===== src/rtl/alu_issue_arbiter_if.sv =====
// alu_issue_arbiter_if: issue-slot requests, shared ALU drive and tagged result handshake
interface alu_issue_arbiter_if #(
  parameter int NREQ = 4,
  parameter int W = 32,
  parameter int IDW = 2
);
  logic [NREQ-1:0] req;
  logic [NREQ*W-1:0] req_in1;
  logic [NREQ*W-1:0] req_in2;
  logic [NREQ-1:0] req_op;
  logic [NREQ-1:0] gnt;
  logic [W-1:0] aluIn1;
  logic [W-1:0] aluIn2;
  logic aluOp;
  logic [W-1:0] aluOut;
  logic flag_z;
  logic flag_n;
  logic flag_c;
  logic flag_v;
  logic resp_valid;
  logic resp_ready;
  logic [IDW-1:0] resp_id;
  logic [W-1:0] resp_data;
  logic [3:0] resp_flags;
  modport master (
    output req, req_in1, req_in2, req_op, aluOut, flag_z, flag_n, flag_c, flag_v, resp_ready,
    input gnt, aluIn1, aluIn2, aluOp, resp_valid, resp_id, resp_data, resp_flags
  );
  modport slave (
    input req, req_in1, req_in2, req_op, aluOut, flag_z, flag_n, flag_c, flag_v, resp_ready,
    output gnt, aluIn1, aluIn2, aluOp, resp_valid, resp_id, resp_data, resp_flags
  );
endinterface


===== src/rtl/alu_issue_arbiter.sv =====
// alu_issue_arbiter: round-robin share of one add/sub ALU among issue slots, result held in a valid/ready register
module alu_issue_arbiter #(
  parameter int NREQ = 4,
  parameter int W = 32,
  parameter int IDW = 2
) (
  input logic clk,
  input logic reset,
  alu_issue_arbiter_if.slave bus
);
  logic [IDW-1:0] r_ptr;
  logic [IDW-1:0] r_id;
  logic r_valid;
  logic [W-1:0] r_data;
  logic [3:0] r_flags;
  logic [IDW:0] w_idx;
  logic [IDW-1:0] w_win;
  logic [IDW-1:0] w_nxt;
  logic w_hit;
  logic w_go;
  // scan from the farthest slot back toward ptr so the closest requester wins last
  always_comb begin
    w_win = '0;
    w_hit = 1'b0;
    w_idx = '0;
    for (int k = NREQ - 1; k >= 0; k--) begin
      w_idx = {1'b0, r_ptr} + (IDW+1)'(k);
      w_idx = (w_idx >= (IDW+1)'(NREQ)) ? w_idx - (IDW+1)'(NREQ) : w_idx;
      if (bus.req[w_idx[IDW-1:0]]) begin
        w_hit = 1'b1;
        w_win = w_idx[IDW-1:0];
      end
    end
  end
  assign w_go = w_hit && (!r_valid || bus.resp_ready) && !reset;
  assign w_nxt = (w_win == IDW'(NREQ - 1)) ? '0 : w_win + 1'b1;
  assign bus.gnt = w_go ? NREQ'(1) << w_win : '0;
  assign bus.aluIn1 = w_go ? bus.req_in1[w_win*W +: W] : '0;
  assign bus.aluIn2 = w_go ? bus.req_in2[w_win*W +: W] : '0;
  assign bus.aluOp = w_go && bus.req_op[w_win];
  assign bus.resp_valid = r_valid;
  assign bus.resp_id = r_id;
  assign bus.resp_data = r_data;
  assign bus.resp_flags = r_flags;
  always_ff @(posedge clk or posedge reset) begin
    if (reset) begin
      r_ptr <= '0;
      r_id <= '0;
      r_valid <= 1'b0;
      r_data <= '0;
      r_flags <= '0;
    end else if (w_go) begin
      r_ptr <= w_nxt;
      r_id <= w_win;
      r_valid <= 1'b1;
      r_data <= bus.aluOut;
      r_flags <= {bus.flag_z, bus.flag_n, bus.flag_c, bus.flag_v};
    end else if (bus.resp_ready) begin
      r_valid <= 1'b0;
    end
  end
endmodule


===== src/flat_wrapper.sv =====
// flat-port wrapper written by rule: the top's interface ports become plain ports
module alu_issue_arbiter_flat 
#(
  parameter int NREQ = 4,
  parameter int W = 32,
  parameter int IDW = 2
)
  (clk, reset, bus_req, bus_req_in1, bus_req_in2, bus_req_op, bus_aluOut, bus_flag_z, bus_flag_n, bus_flag_c, bus_flag_v, bus_resp_ready, bus_gnt, bus_aluIn1, bus_aluIn2, bus_aluOp, bus_resp_valid, bus_resp_id, bus_resp_data, bus_resp_flags);
  alu_issue_arbiter_if #(.NREQ(NREQ), .W(W), .IDW(IDW)) bus_i ();
  input logic clk;
  input logic reset;
  input wire logic [$bits(bus_i.req)-1:0] bus_req;
  input wire logic [$bits(bus_i.req_in1)-1:0] bus_req_in1;
  input wire logic [$bits(bus_i.req_in2)-1:0] bus_req_in2;
  input wire logic [$bits(bus_i.req_op)-1:0] bus_req_op;
  input wire logic [$bits(bus_i.aluOut)-1:0] bus_aluOut;
  input wire logic [$bits(bus_i.flag_z)-1:0] bus_flag_z;
  input wire logic [$bits(bus_i.flag_n)-1:0] bus_flag_n;
  input wire logic [$bits(bus_i.flag_c)-1:0] bus_flag_c;
  input wire logic [$bits(bus_i.flag_v)-1:0] bus_flag_v;
  input wire logic [$bits(bus_i.resp_ready)-1:0] bus_resp_ready;
  output wire logic [$bits(bus_i.gnt)-1:0] bus_gnt;
  output wire logic [$bits(bus_i.aluIn1)-1:0] bus_aluIn1;
  output wire logic [$bits(bus_i.aluIn2)-1:0] bus_aluIn2;
  output wire logic [$bits(bus_i.aluOp)-1:0] bus_aluOp;
  output wire logic [$bits(bus_i.resp_valid)-1:0] bus_resp_valid;
  output wire logic [$bits(bus_i.resp_id)-1:0] bus_resp_id;
  output wire logic [$bits(bus_i.resp_data)-1:0] bus_resp_data;
  output wire logic [$bits(bus_i.resp_flags)-1:0] bus_resp_flags;
  assign bus_i.req = bus_req;
  assign bus_i.req_in1 = bus_req_in1;
  assign bus_i.req_in2 = bus_req_in2;
  assign bus_i.req_op = bus_req_op;
  assign bus_i.aluOut = bus_aluOut;
  assign bus_i.flag_z = bus_flag_z;
  assign bus_i.flag_n = bus_flag_n;
  assign bus_i.flag_c = bus_flag_c;
  assign bus_i.flag_v = bus_flag_v;
  assign bus_i.resp_ready = bus_resp_ready;
  assign bus_gnt = bus_i.gnt;
  assign bus_aluIn1 = bus_i.aluIn1;
  assign bus_aluIn2 = bus_i.aluIn2;
  assign bus_aluOp = bus_i.aluOp;
  assign bus_resp_valid = bus_i.resp_valid;
  assign bus_resp_id = bus_i.resp_id;
  assign bus_resp_data = bus_i.resp_data;
  assign bus_resp_flags = bus_i.resp_flags;
  alu_issue_arbiter #(.NREQ(NREQ), .W(W), .IDW(IDW)) u_core (.clk(clk), .reset(reset), .bus(bus_i));
endmodule

===== config.mk =====
export PLATFORM = sky130hd
export DESIGN_NAME = alu_issue_arbiter_flat
export DESIGN_NICKNAME = d
export VERILOG_FILES = /design/src/rtl/alu_issue_arbiter_if.sv /design/src/rtl/alu_issue_arbiter.sv /design/src/flat_wrapper.sv
export SDC_FILE = /design/constraint.sdc
export NUM_CORES = 1
export LEC_CHECK = 0
export ABC_CLOCK_PERIOD_IN_PS = 3900
export BUFFER_PORTS_ARGS = -buffer_cell sky130_fd_sc_hd__buf_2
export CAP_MARGIN = 20
export CORE_AREA = 2 2 158 160
export DETAILED_ROUTE_END_ITERATION = 7
export DIE_AREA = 0 0 160 162
export PLACE_DENSITY_LB_ADDON = 0.1
export SLEW_MARGIN = 5
export SYNTH_ARGS = -nofsm -noshare
export SYNTH_HDL_FRONTEND = slang
export SYNTH_SLANG_ARGS = --single-unit
export TNS_END_PERCENT = 50

===== constraint.sdc =====
create_clock -name clk -period 3.9 [get_ports clk]
set_input_delay 0.585 -clock clk [delete_from_list [all_inputs] [get_ports clk]]
set_output_delay 0.585 -clock clk [all_outputs]
set_load 0.005 [all_outputs]

======== Yosys cells after proc, flatten, opt, wreduce, memory -nomap -nowiden ========
Index checks and enable logic that the tools add are counted.
storage, ports and cells
  word-level logic and storage cells ...... 61
  register bits ........................... 41
  output and inout port bits .............. 108
  bits of input ports ..................... 303
operators by class
  equal/unequal tests ..................... 1
  $lt $le $gt $ge ......................... 9
  reduce and logical (&&, ||, !) cells .... 7
  $add $sub $neg .......................... 8
  shifts and indexed selects .............. 3
  multiplexer cells ....................... 28
operators with widths
  cell                                                         count
  variable part select 128 x 8 -> 32 bit                       2
  2-to-1 mux 32 bit                                            2
  2-to-1 mux 2 bit                                             9
  less-than comparator 2 x 3 -> 1 bit (second input constant)  5
  2-to-1 mux 1 bit                                             11
  binary-select mux 1 bit (select 2 bit)                       5
  >= comparator 3 bit (second input constant)                  3
  subtractor 2 x 1 -> 2 bit (second input constant)            4
  adder 2 x 2 -> 3 bit (second input constant)                 2
  2-to-1 mux 4 bit                                             1
  left shift 1 x 2 -> 4 bit (first input constant)             1
  adder 2 x 1 -> 3 bit (second input constant)                 1
  >= comparator 2 x 3 -> 1 bit (second input constant)         1
  logical AND 1 bit                                            3
  adder 2 x 1 -> 2 bit (second input constant)                 1
  == test 2 bit (second input constant)                        1
  logical NOT 1 bit                                            2
  nonzero test 2 bit                                           1
  logical OR 1 bit                                             1

======== Depth between registers and ports, before layout ========
Gate-level depths: netlist of the first run.
  depth in word-level cells ............... 12
  depth in mapped cells ................... 9

======== Worst setup path after synthesis of the first run ========
OpenSTA, ideal clock, no wires.
  path type ............................... input-to-output
  start point ............................. input reset
  end point ............................... output bus_aluIn1[0]
  required time ........................... 3.315 ns
  path buffers ............................ 2
  stages on the path ...................... 7
  data arrival time ....................... 2.623 ns
  path slack .............................. 0.692 ns
  path through ............................ inv_1 > o41ai_2 > a21oi_4 > nand2b_1 > buf_4 > buf_6 > o22ai_1
between the ends
  cells in the longest elaborated chain, start to end .. 3
RTL lines
  item               RTL line                 text
  start, declared    flat_wrapper.sv:11       input logic reset;
  logical NOT 1 bit  alu_issue_arbiter.sv:35  assign w_go = w_hit && (!r_valid || bus.resp_ready) && !reset;
  logical AND 1 bit  alu_issue_arbiter.sv:35
  2-to-1 mux 32 bit  alu_issue_arbiter.sv:38  assign bus.aluIn1 = w_go ? bus.req_in1[w_win*W +: W] : '0;
  end, declared      flat_wrapper.sv:23       output wire logic [$bits(bus_i.aluIn1)-1:0] bus_aluIn1;
Every way passes these cells.

======== Worst setup path in the final report of the first run ========
  start point ............................. register u_core.r_ptr[1]
  end point ............................... output bus_aluIn2[24]
between the ends
  cells in the longest elaborated chain, start to end .. 12
  elaborated cells between the ends (all ways) .. 35
  classes of those cells .................. add/sub (7); order compare (4); shift (1); mux (21); reduce/logical (2)
RTL lines
  item                                                           RTL line                 text
  start, declared                                                alu_issue_arbiter.sv:11  logic [IDW-1:0] r_ptr;
  start signal, assigned                                         alu_issue_arbiter.sv:53  r_ptr <= w_nxt;
  branches (longest 11 deep; another with adder 2 x 2 -> 3 bit)  n/a
  2-to-1 mux 32 bit (*)                                          alu_issue_arbiter.sv:39  assign bus.aluIn2 = w_go ? bus.req_in2[w_win*W +: W] : '0;
  end, declared                                                  flat_wrapper.sv:24       output wire logic [$bits(bus_i.aluIn2)-1:0] bus_aluIn2;
Every way passes the cells marked *. The select of a mux whose other input is x is not followed.

==> flow_summary.yaml, run 1 <==
sta:
  maxSlewHeadroom_pct: 56.4
  max_freq_ghz: 0.310
  timing.final.crit_share_pct: 82.7
  fin_skew_ns: 0.00264
  setup_violations: 0
  grt_setup_unrepaired: "no"
  finalSetupTns_ns: 0
  worst_slew_pin_slew_ns: 0.654
  finalCriticalPeriod_ns: 3.23
  finalHoldViolations: 0
  finalMaxSlewViolations: 0
power:
  seqPwrFrac_pct: 22.5
  p_int_mw: 1.55
  combPwrFrac_pct: 59.7
  p_per_area_nw_per_um2: 390
  swShare_pct: 36.5
  peakVddDrop_mv: 0.274
  power_frac_clock_pct: 17.7
  p_switching_mw: 0.892
  leakagePower_nw: 3.47
cts:
  tritoncts: "yes"
  clk_pin_slew_ns: 0.06
  cts_buffer_depth: 2
  numClockSinks: 41
  cts_buffers: 5
  root_buffer: "clkbuf_16"
  cts_setup_buffers: 0
  cts_hold_buffers: 0
  ctsResizeCount: 0
  clk_latency_ns: 0.28
  htree_num_levels: 2
synth:
  synth_warnings: 0
  synth_cells: 339
  ys_seq_area_share_pct: 27.9
  synth_largest_area_cell: "mux2i_1"
  yosysTopAreaCellShare_pct: 35.7
  synth_cell_types: 26
  synth_area_leaders: "mux2i_1 (36%), dfrtp_1 (28%), mux2_2 (12%)"
  synth_edf_count: 0
  syn_area_per_cell_sq_um: 10.8
  synth-async-reset-ratio_pct: 100
  syn_nets: 646
  syn_area_sq_um: 3670
  synth_common_cells: "mux2i_1 (131), o22ai_1 (65), dfrtp_1 (41)"
  yosysMostFrequentCell: "mux2i_1"
  synth.ff_latch_count: 41
  synth_top_flop_cell: "dfrtp_1"
setup_path:
  r2r_cells: 7
  reg2reg_slack_ns: 1.69
  critPathArrivalTime_ns: 2.64
  critPathKind: "reg2out"
  timing.rr.start: "u_core.r_ptr[1]$_DFFE_PP0P_"
  worst_ep_required_time_ns: 3.31
  crit_path_start_kind: "flip-flop"
  worstSetupEndpointType: "primary output"
  crit_path_max_fanout: 23
  startpoint: "u_core.r_ptr[1]$_DFFE_PP0P_"
route:
  viasPerCell: 4.15
  wl_per_cell_microns: 17.5
  drc: 0
  drtIter0Drc: 149
  antenna_left: 0
  vias: 4459
  first_pass_iters: 4
  wirelength_microns: 18800
placement:
  dp_hpwl_microns: 15900
  port-buffer-count: 410
  gp_congestion: 0.970
die:
  die_w_microns: 160
  initial_core_util_pct: 15.2
  ios: 411
  std_cell_rows: 57
  die_h_microns: 162
  dieArea_sq_um: 25900
  core-area_sq_um: 24100
hold_path:
  hp-class: "in2async"
outcome:
  status: "complete, no violations"
finish:
  areaGrowthSynthToFinish_pct: 70.6
  drive_above_1_share_pct: 65.0
  multi_input_area_sq_um: 2360
  fin_nets: 1052
  final-seq-area_sq_um: 1030
  post-route-util_pct: 26.0
  fillCellCount: 2713
global_routing:
  grt_remaining_overflow: 0
  first_global_vias: 4564
  grt_max_degree: 48
  grt_pass1_wl_microns: 26900
  antenna_found_initial: 8
  grt_util_all_layers_pct: 13.3
run:
  maxCapViolations: 0
-- path summary, 6_finish.rpt --
kind	end
max in group asynchronous	u_core.bus.resp_data[20]$_DFFE_PP0P_
hold reg to reg	u_core.bus.resp_flags[1]$_DFFE_PP0P_
min in group clk	u_core.bus.resp_valid$_DFFE_PP0P_
setup reg to reg	u_core.r_ptr[1]$_DFFE_PP0P_
setup / recovery	bus_aluIn2[24]
hold / removal	u_core.bus.resp_valid$_DFFE_PP0P_
-- layout make-up --
cell class,count,share of cell area [%]
tap,324,6.47
antenna,4,0.160
multi-input combinational,258,37.7
inverter,7,0.419
clock buffer,7,2.44
timing repair buffer,432,36.4
sequential,41,16.4
clock inverter,1,0.0799
-- power groups by stage --
stage / clock (mW) / sequential [mW] / combinational (mW)
floorplan: 0 / 0.559 / 0.923
global placement: 0 / 0.556 / 1.48
detailed placement: 0 / 0.557 / 1.48
CTS: 0.455 / 0.553 / 1.49
global route: 0.475 / 0.563 / 1.59
finish: 0.433 / 0.551 / 1.46
-- worst max-delay path, stage by stage (launching register included) --
cell and delay (ns):
dfrtp_1 0.46, nand2_1 0.12, nand3b_1 0.13, a2bb2oi_4 0.48, buf_12 0.26, buf_4 0.21
mux2i_1 0.37, o22ai_1 0.14, buf_2 0.16
-- cell families (layout without fill, tap and decap cells) --
family	Yosys count	in the layout	share of synthesized area, %
adder cells (fa/ha/maj)	4	4	1.36
AND/OR/NAND/NOR	11	11	1.91
other	0	4	0
AO/OA/AOI/OAI	74	74	13.1
multiplexers	169	169	47.4
flip-flops	41	41	27.9
buffers and inverters	40	447	8.35
-- flip-flops by register name, indices dropped and copies added, names as in the netlist --
register,count
u_core.bus.resp_data,32
u_core.bus.resp_valid,1
u_core.bus.resp_id,2
u_core.bus.resp_flags,4
u_core.r_ptr,2
-- layer usage --
metal	vias up	global-route usage (%)	share of wire, %
met4	6	3.11	1.5
met5	-	0	0.17
li1	2124	-	-
met2	210	25.4	53
met3	23	4.60	9.7
met1	2096	14.1	35
-- cells in the final DEF, fill, tap and decap left out, drive strengths merged --
| cell | n |
|---|---|
| buf | 432 |
| mux2i | 131 |
| o22ai | 65 |
| dfrtp | 41 |
| mux2 | 38 |
| inv | 7 |
| clkbuf | 7 |
| diode | 4 |
| and2 | 4 |
| ha | 4 |
| a21oi | 4 |
| o21ai | 2 |
| nand2 | 2 |
| o41ai | 1 |
| nor2 | 1 |
| nor3b | 1 |
| nor3 | 1 |
| o21a | 1 |
| nand3b | 1 |
| a2bb2oi | 1 |
| nand2b | 1 |
| clkinv | 1 |
-- metrics by stage --
step	hold slack, ns	setup slack (ns)	total power, mW	area (sq um)	instances
6_report	0.462	0.674	2.44	6260	1074
5_1_grt	0.494	0.560	2.63	6260	1073
4_1_cts	0.481	0.677	2.49	6250	1070
3_5_place_dp	0.489	0.780	2.04	6100	1062
3_3_place_gp	0.487	0.799	2.04	6100	1062
2_1_floorplan	0.486	0.692	1.48	3670	339
Note: power is estimated with default switching activity, not from simulation.
==> inputs of run 2 (changes only) <==
--- a/config.mk
+++ b/config.mk
@@ -5,7 +5,8 @@
 export SDC_FILE = /design/constraint.sdc
 export NUM_CORES = 1
 export LEC_CHECK = 0
-export ABC_CLOCK_PERIOD_IN_PS = 3900
+export ABC_AREA = 1
+export ABC_CLOCK_PERIOD_IN_PS = 3100
 export BUFFER_PORTS_ARGS = -buffer_cell sky130_fd_sc_hd__buf_2
 export CAP_MARGIN = 20
 export CORE_AREA = 2 2 158 160
==> constraint.sdc (replaced) <==
create_clock -name clk -period 3.1 [get_ports clk]
set_input_delay 0.465 -clock clk [delete_from_list [all_inputs] [get_ports clk]]
set_output_delay 0.465 -clock clk [all_outputs]
set_load 0.005 [all_outputs]
==> run 2 against run 1 <==
  * Sequential power is 57% higher
  * Cell count up 53%
  * Power increased to 3.4 times the previous value
  * First-iteration DRC count rose to 2.8 times the previous value
  * Die area is the same
  * Register-to-register slack lost 1.0 ns
  * Non-clock buffer count is 2 lower
  * Critical path depth rose by 5
  * Clock-buffer cell count shrank 2
  * Via count increased by 59%
  * Design area grew 25%
  * Wire length grew 38%
  * Critical path type unchanged
  * Largest cell class unchanged
==> flow_summary.yaml, run 2 <==
outcome:
  status: "complete, no violations"
power:
  seqPwrFrac_pct: 10.3
  p_int_mw: 3.75
  swShare_pct: 55.5
  power_frac_clock_pct: 8.2
  p_switching_mw: 4.67
  combPwrFrac_pct: 81.6
  leakagePower_nw: 4.98
  peakVddDrop_mv: 0.683
  p_per_area_nw_per_um2: 1070
setup_path:
  crit_path_start_kind: "flip-flop"
  critPathKind: "reg2out"
  cp_num_buf_inv: 3
  worst_ep_required_time_ns: 2.63
  crit_path_max_fanout: 31
  critPathArrivalTime_ns: 2.40
  path_delay_family: "simple AND/OR/NAND/NOR gates"
  cp_slowest_stage_delay_ns: 0.58
  reg2reg_slack_ns: 0.65
  path_cells: "nand2_1 > o21ai_1 > nand2_1 > nand2_1 > inv_2 > nand2_1 > nand2_4 > nand2_8 > buf_12 > nand2_1 > nand3_1 > a21oi_1 > buf_2"
  cpMostUsedCell: "nand2_1"
  worstSetupEndpointType: "primary output"
  crit_slowest_cell: "dfrtp_4"
cts:
  clk_pin_slew_ns: 0.06
  cts_setup_buffers: 0
  numClockSinks: 41
  root_buffer: "clkbuf_16"
  tritoncts: "yes"
  htree_num_levels: 2
  clk_latency_ns: 0.29
  cts_buffers: 5
  cts_buffer_depth: 2
synth:
  syn_nets: 1259
  synth_top_flop_cell: "dfrtp_1"
  synth_warnings: 0
  synth_area_leaders: "dfrtp_1 (20%), nand2_1 (19%), nand3_1 (19%)"
  synth-async-reset-ratio_pct: 100
  ys_seq_area_share_pct: 19.6
  synth_common_cells: "nand2_1 (271), inv_1 (210), nand3_1 (199)"
  synth.ff_latch_count: 41
  synth_edf_count: 0
  syn_area_sq_um: 5240
  yosysMostFrequentCell: "nand2_1"
  synth_cell_types: 21
  syn_area_per_cell_sq_um: 5.50
  synth_cells: 952
  synth_largest_area_cell: "dfrtp_1"
  yosysTopAreaCellShare_pct: 19.6
placement:
  placed_cell_area_sq_um: 7580
  dp_hpwl_microns: 19700
  port-buffer-count: 410
  gp_congestion: 0.830
  placed_cells: 1632
die:
  die_h_microns: 162
  dieArea_sq_um: 25900
  core-area_sq_um: 24100
  initial_core_util_pct: 21.7
  ios: 411
  std_cell_rows: 57
  die_w_microns: 160
finish:
  layout_commonest_cell: "buf_2"
  layout_common_cells: "buf_2 (410), nand2_1 (269), inv_1 (209)"
  fin_nets: 1622
  areaGrowthSynthToFinish_pct: 49.6
  largest_reg_flops: 32
  drive_above_1_share_pct: 34.5
  fin_area_sq_um: 7840
  post-route-util_pct: 32.5
  layoutNonFillerInstCount: 1647
sta:
  finalHoldViolations: 0
  max_freq_ghz: 0.349
  finalSetupTns_ns: 0
  finalMaxSlewViolations: 0
  grt_setup_unrepaired: "no"
  finalCriticalPeriod_ns: 2.87
  maxSlewHeadroom_pct: 63.3
  fin_skew_ns: 0.00643
  setup_violations: 0
  worst_slew_pin_slew_ns: 0.551
  holdWs_ns: 0.363
  timing.final.crit_share_pct: 92.5
global_routing:
  first_global_vias: 6993
  grt_max_degree: 63
  grt_pass1_wl_microns: 39400
  grt_remaining_overflow: 0
  grt_util_all_layers_pct: 18.9
  antenna_found_initial: 8
route:
  wl_per_cell_microns: 15.7
  drc: 0
  drtIter0Drc: 422
  first_pass_iters: 6
  wirelength_microns: 25900
  vias: 7080
  viasPerCell: 4.30
  antenna_left: 0
hold_path:
  hp-class: "in2async"
run:
  maxCapViolations: 0
-- run 2: cell count changes in the layout (fill, tap and decap cells not counted), moves of 4 or more --
cell      delta
nor2_1       +7
nand3_1    +198
mux2_2      -38
buf_12       +5
buf_4        -9
nand2_1    +268
nand3b_1    +64
o22ai_1     -65
and2_1       -4
inv_1      +203
a21oi_1     +60
mux2i_1    -131
-- run 2: path summary, 6_finish.rpt --
check / from / endpoint / depth (start not counted)
setup reg to reg: u_core.r_ptr[0]$_DFFE_PP0P_ / u_core.r_ptr[0]$_DFFE_PP0P_ / 9
setup / recovery: u_core.r_ptr[0]$_DFFE_PP0P_ / bus_aluIn1[4] / 13
min in group clk: bus_aluOut[6] / u_core.bus.resp_data[6]$_DFFE_PP0P_ / 3
max in group asynchronous: reset / u_core.r_ptr[0]$_DFFE_PP0P_ / 3
hold reg to reg: u_core.bus.resp_data[6]$_DFFE_PP0P_ / u_core.bus.resp_data[6]$_DFFE_PP0P_ / 2
hold / removal: reset / u_core.bus.resp_id[0]$_DFFE_PP0P_ / 3
-- run 2: stage by stage --
step,worst slack (ns),power (mW)
floorplan,0.391,5.45
global placement,0.211,7.71
detailed placement,0.156,7.70
CTS,0.0985,8.44
global route,0.0437,9.35
finish,0.231,8.42
-- run 2: logic make-up after synthesis --
family / synth area share, %
DFF: 19.6
AOI/OAI and AO/OA: 7.07
xor gates and xnor gates: 0.167
buffers and inverters: 23.1
adders and majority gates: 0.956
and+or+nand+nor: 49.1
-- run 2: worst reg2reg max path, cell delays in order (launching register included) --
cell and delay [ns]:
dfrtp_4 0.58, o21ai_2 0.22, nor2_1 0.08, nand2_1 0.10, nand3_4 0.29, buf_12 0.30, inv_1 0.08, buf_4 0.36
nand2_1 0.20, o21a_1 0.14
-- run 2: final cells by class --
cell class,instances,area (sq um)
antenna,7,17.5
clock buffer,5,125
clock inverter,3,68.8
fill,2905,16300
inverter,212,796
multi-input combinational,625,3060
sequential,41,1030
tap,324,405
timing repair buffer,430,2330
-- run 2: routing by layer --
metal	wire (microns)	GRT usage [%]
met1	11100	23.7
met2	12400	32.5
met3	1930	4.37
met4	389	5.20
met5	13	0
-- run 2: power groups by stage --
| stage | clock network (mW) | logic (mW) | registers [mW] |
|---|---|---|---|
| final | 0.688 | 6.87 | 0.864 |
| after floorplan | 0 | 4.61 | 0.841 |
| after detailed placement | 0 | 6.84 | 0.853 |
| after global placement | 0 | 6.85 | 0.862 |
| after CTS | 0.709 | 6.87 | 0.857 |
| after global routing | 0.728 | 7.73 | 0.892 |
-- run 2: timing repair --
action,in CTS,in global routing
hold buffers,0,0
gates resized for setup,2,10
setup endpoints to repair,31,53
==> inputs of run 3 (changes only) <==
--- a/config.mk
+++ b/config.mk
@@ -13,6 +13,7 @@
 export DETAILED_ROUTE_END_ITERATION = 7
 export DIE_AREA = 0 0 160 162
 export PLACE_DENSITY_LB_ADDON = 0.1
+export RECOVER_POWER = 50
 export SLEW_MARGIN = 5
 export SYNTH_ARGS = -nofsm -noshare
 export SYNTH_HDL_FRONTEND = slang
==> run 3 against run 2 <==
  * Cell count unchanged
  * Fmax up 0.53%
  * Combinational power down 0.6%
  * Sequential share of layout area about the same
  * Clock power about the same
  * Critical endpoint unchanged
  * Power down 0.38%
  * Sequential cell count unchanged
  * Non-clock buffer count unchanged
  * Clock skew up 0.00069 ns
  * Sequential power about the same
  * Critical path type unchanged
  * Setup slack better by 0.015 ns
  * Largest cell class unchanged
==> flow_summary.yaml, run 3 (synthesis results as in run 2) <==
finish:
  fillCellCount: 2912
  final-seq-area_sq_um: 1030
  largest_reg_flops: 32
  fin_nets: 1622
  multi_input_area_sq_um: 3060
  layout_common_cells: "buf_2 (389), nand2_1 (269), inv_1 (209)"
  drive_above_1_share_pct: 32.9
  fin_area_sq_um: 7810
  layoutNonFillerInstCount: 1647
  areaGrowthSynthToFinish_pct: 49.1
  layout_commonest_cell: "buf_2"
sta:
  holdWs_ns: 0.363
  max_freq_ghz: 0.350
  finalHoldViolations: 0
  worst_slew_pin_slew_ns: 0.838
  setup_violations: 0
  maxSlewHeadroom_pct: 44.1
  finalMaxSlewViolations: 0
  finalSetupTns_ns: 0
  grt_setup_unrepaired: "no"
  finalCriticalPeriod_ns: 2.85
  fin_skew_ns: 0.00712
  timing.final.crit_share_pct: 92.1
cts:
  clk_pin_slew_ns: 0.06
  tritoncts: "yes"
  cts_buffers: 5
  cts_buffer_depth: 2
  numClockSinks: 41
  htree_num_levels: 2
  clk_latency_ns: 0.29
  cts_setup_buffers: 0
  root_buffer: "clkbuf_16"
setup_path:
  crit_path_max_fanout: 31
  cpMostUsedCell: "nand2_1"
  crit_path_start_kind: "flip-flop"
  critPathKind: "reg2out"
  cp_num_buf_inv: 2
  startpoint: "u_core.r_ptr[0]$_DFFE_PP0P_"
  worstSetupEndpointType: "primary output"
  crit_slowest_cell: "dfrtp_4"
  r2r_cells: 9
  timing.rr.start: "u_core.r_ptr[0]$_DFFE_PP0P_"
  crit_end: "bus_aluIn1[4]"
  reg2reg_slack_ns: 0.31
  path_cells: "o21ai_2 > nand2_1 > nand3_2 > nand2_1 > nand2_4 > nand2_8 > buf_12 > nand2_1 > nand3_1 > a21oi_1 > buf_2"
  worst_ep_required_time_ns: 2.63
  r2r-end: "u_core.r_ptr[0]$_DFFE_PP0P_"
  path_depth: 11
  path_delay_family: "simple AND/OR/NAND/NOR gates"
  critPathArrivalTime_ns: 2.39
  cp_slowest_stage_delay_ns: 0.58
route:
  drtIter0Drc: 422
  wl_per_cell_microns: 15.7
  wirelength_microns: 25800
  vias: 7071
  drc: 0
  viasPerCell: 4.29
  first_pass_iters: 7
  antenna_left: 0
global_routing:
  grt_max_degree: 63
  grt_remaining_overflow: 0
  grt_pass1_wl_microns: 39400
  antenna_found_initial: 8
  first_global_vias: 6993
  grt_util_all_layers_pct: 18.9
placement:
  port-buffer-count: 410
  placed_cells: 1632
  dp_hpwl_microns: 19700
  placed_cell_area_sq_um: 7580
  gp_congestion: 0.830
power:
  peakVddDrop_mv: 0.676
  p_per_area_nw_per_um2: 1070
  report.power.total_mw: 8.39
  leakagePower_nw: 4.91
run:
  maxCapViolations: 0
die:
  die_w_microns: 160
  initial_core_util_pct: 21.7
  core-area_sq_um: 24100
  ios: 411
  die_h_microns: 162
  std_cell_rows: 57
  dieArea_sq_um: 25900
outcome:
  status: "complete, no violations"
hold_path:
  hp-class: "in2async"
[run 3: changes by cell type in the layout (fill, tap and decap cells not counted), sizes merged]
cell	change
buf	-22
clkbuf	+22
[run 3: report_power, final]
part	switching (mW)	total, mW	internal (mW)
combinational	4.30	6.83	2.53
clock	0.223	0.687	0.464
sequential	0.141	0.865	0.725
total	4.67	8.39	3.72
[run 3: stage by stage]
stage | utilization (%) | setup WS (ns)
floorplan | - | 0.391
detailed placement | 31.4 | 0.156
global route | 32.4 | 0.0437
CTS | 32.3 | 0.0985
global placement | 31.4 | 0.211
finish | 32.4 | 0.246
[run 3: per-layer routing]
layer / global-route usage (%) / routed length, microns / up-vias
met3: 4.37 / 1930 / 26
met1: 23.7 / 11100 / 3107
met4: 5.20 / 395 / 2
li1: - / - / 3659
met2: 32.5 / 12400 / 277
met5: 0 / 13 / -
[run 3: worst min-delay path by stage]
stage / slack, ns / cells past startpoint / from / to
2_1_floorplan: 0.47 / 2 / u_core.bus.resp_data[0]$_DFFE_PP0P_ / u_core.bus.resp_data[0]$_DFFE_PP0P_
3_3_place_gp: 0.46 / 2 / u_core.bus.resp_data[3]$_DFFE_PP0P_ / u_core.bus.resp_data[3]$_DFFE_PP0P_
3_5_place_dp: 0.46 / 2 / u_core.bus.resp_data[15]$_DFFE_PP0P_ / u_core.bus.resp_data[15]$_DFFE_PP0P_
4_1_cts: 0.36 / 3 / bus_aluOut[6] / u_core.bus.resp_data[6]$_DFFE_PP0P_
5_1_grt: 0.38 / 3 / bus_aluOut[19] / u_core.bus.resp_data[19]$_DFFE_PP0P_
6_report: 0.36 / 3 / reset / u_core.bus.resp_id[0]$_DFFE_PP0P_
[run 3: final cells by class]
| type | count | area share (%) |
|---|---|---|
| inverters | 212 | 10.2 |
| clock buffers | 5 | 1.60 |
| clock inverters | 3 | 0.882 |
| flip-flops and latches | 41 | 13.2 |
| multi-input cells | 625 | 39.2 |
| well taps | 324 | 5.19 |
| repair buffers | 430 | 29.5 |
| diodes | 7 | 0.224 |
[run 3: worst reg2reg max path, cell delays in order (launching register included)]
cell and delay [ns]:
dfrtp_4 0.58, o21ai_2 0.22, nor2_1 0.08, nand2_1 0.10, nand3_4 0.29, buf_12 0.30, inv_1 0.08, clkbuf_2 0.63
nand2_1 0.25, o21a_1 0.16
[run 3: timing repair]
item	in CTS	in global routing
hold buffers	0	0
gates resized for setup	2	10
setup endpoints to repair	31	53
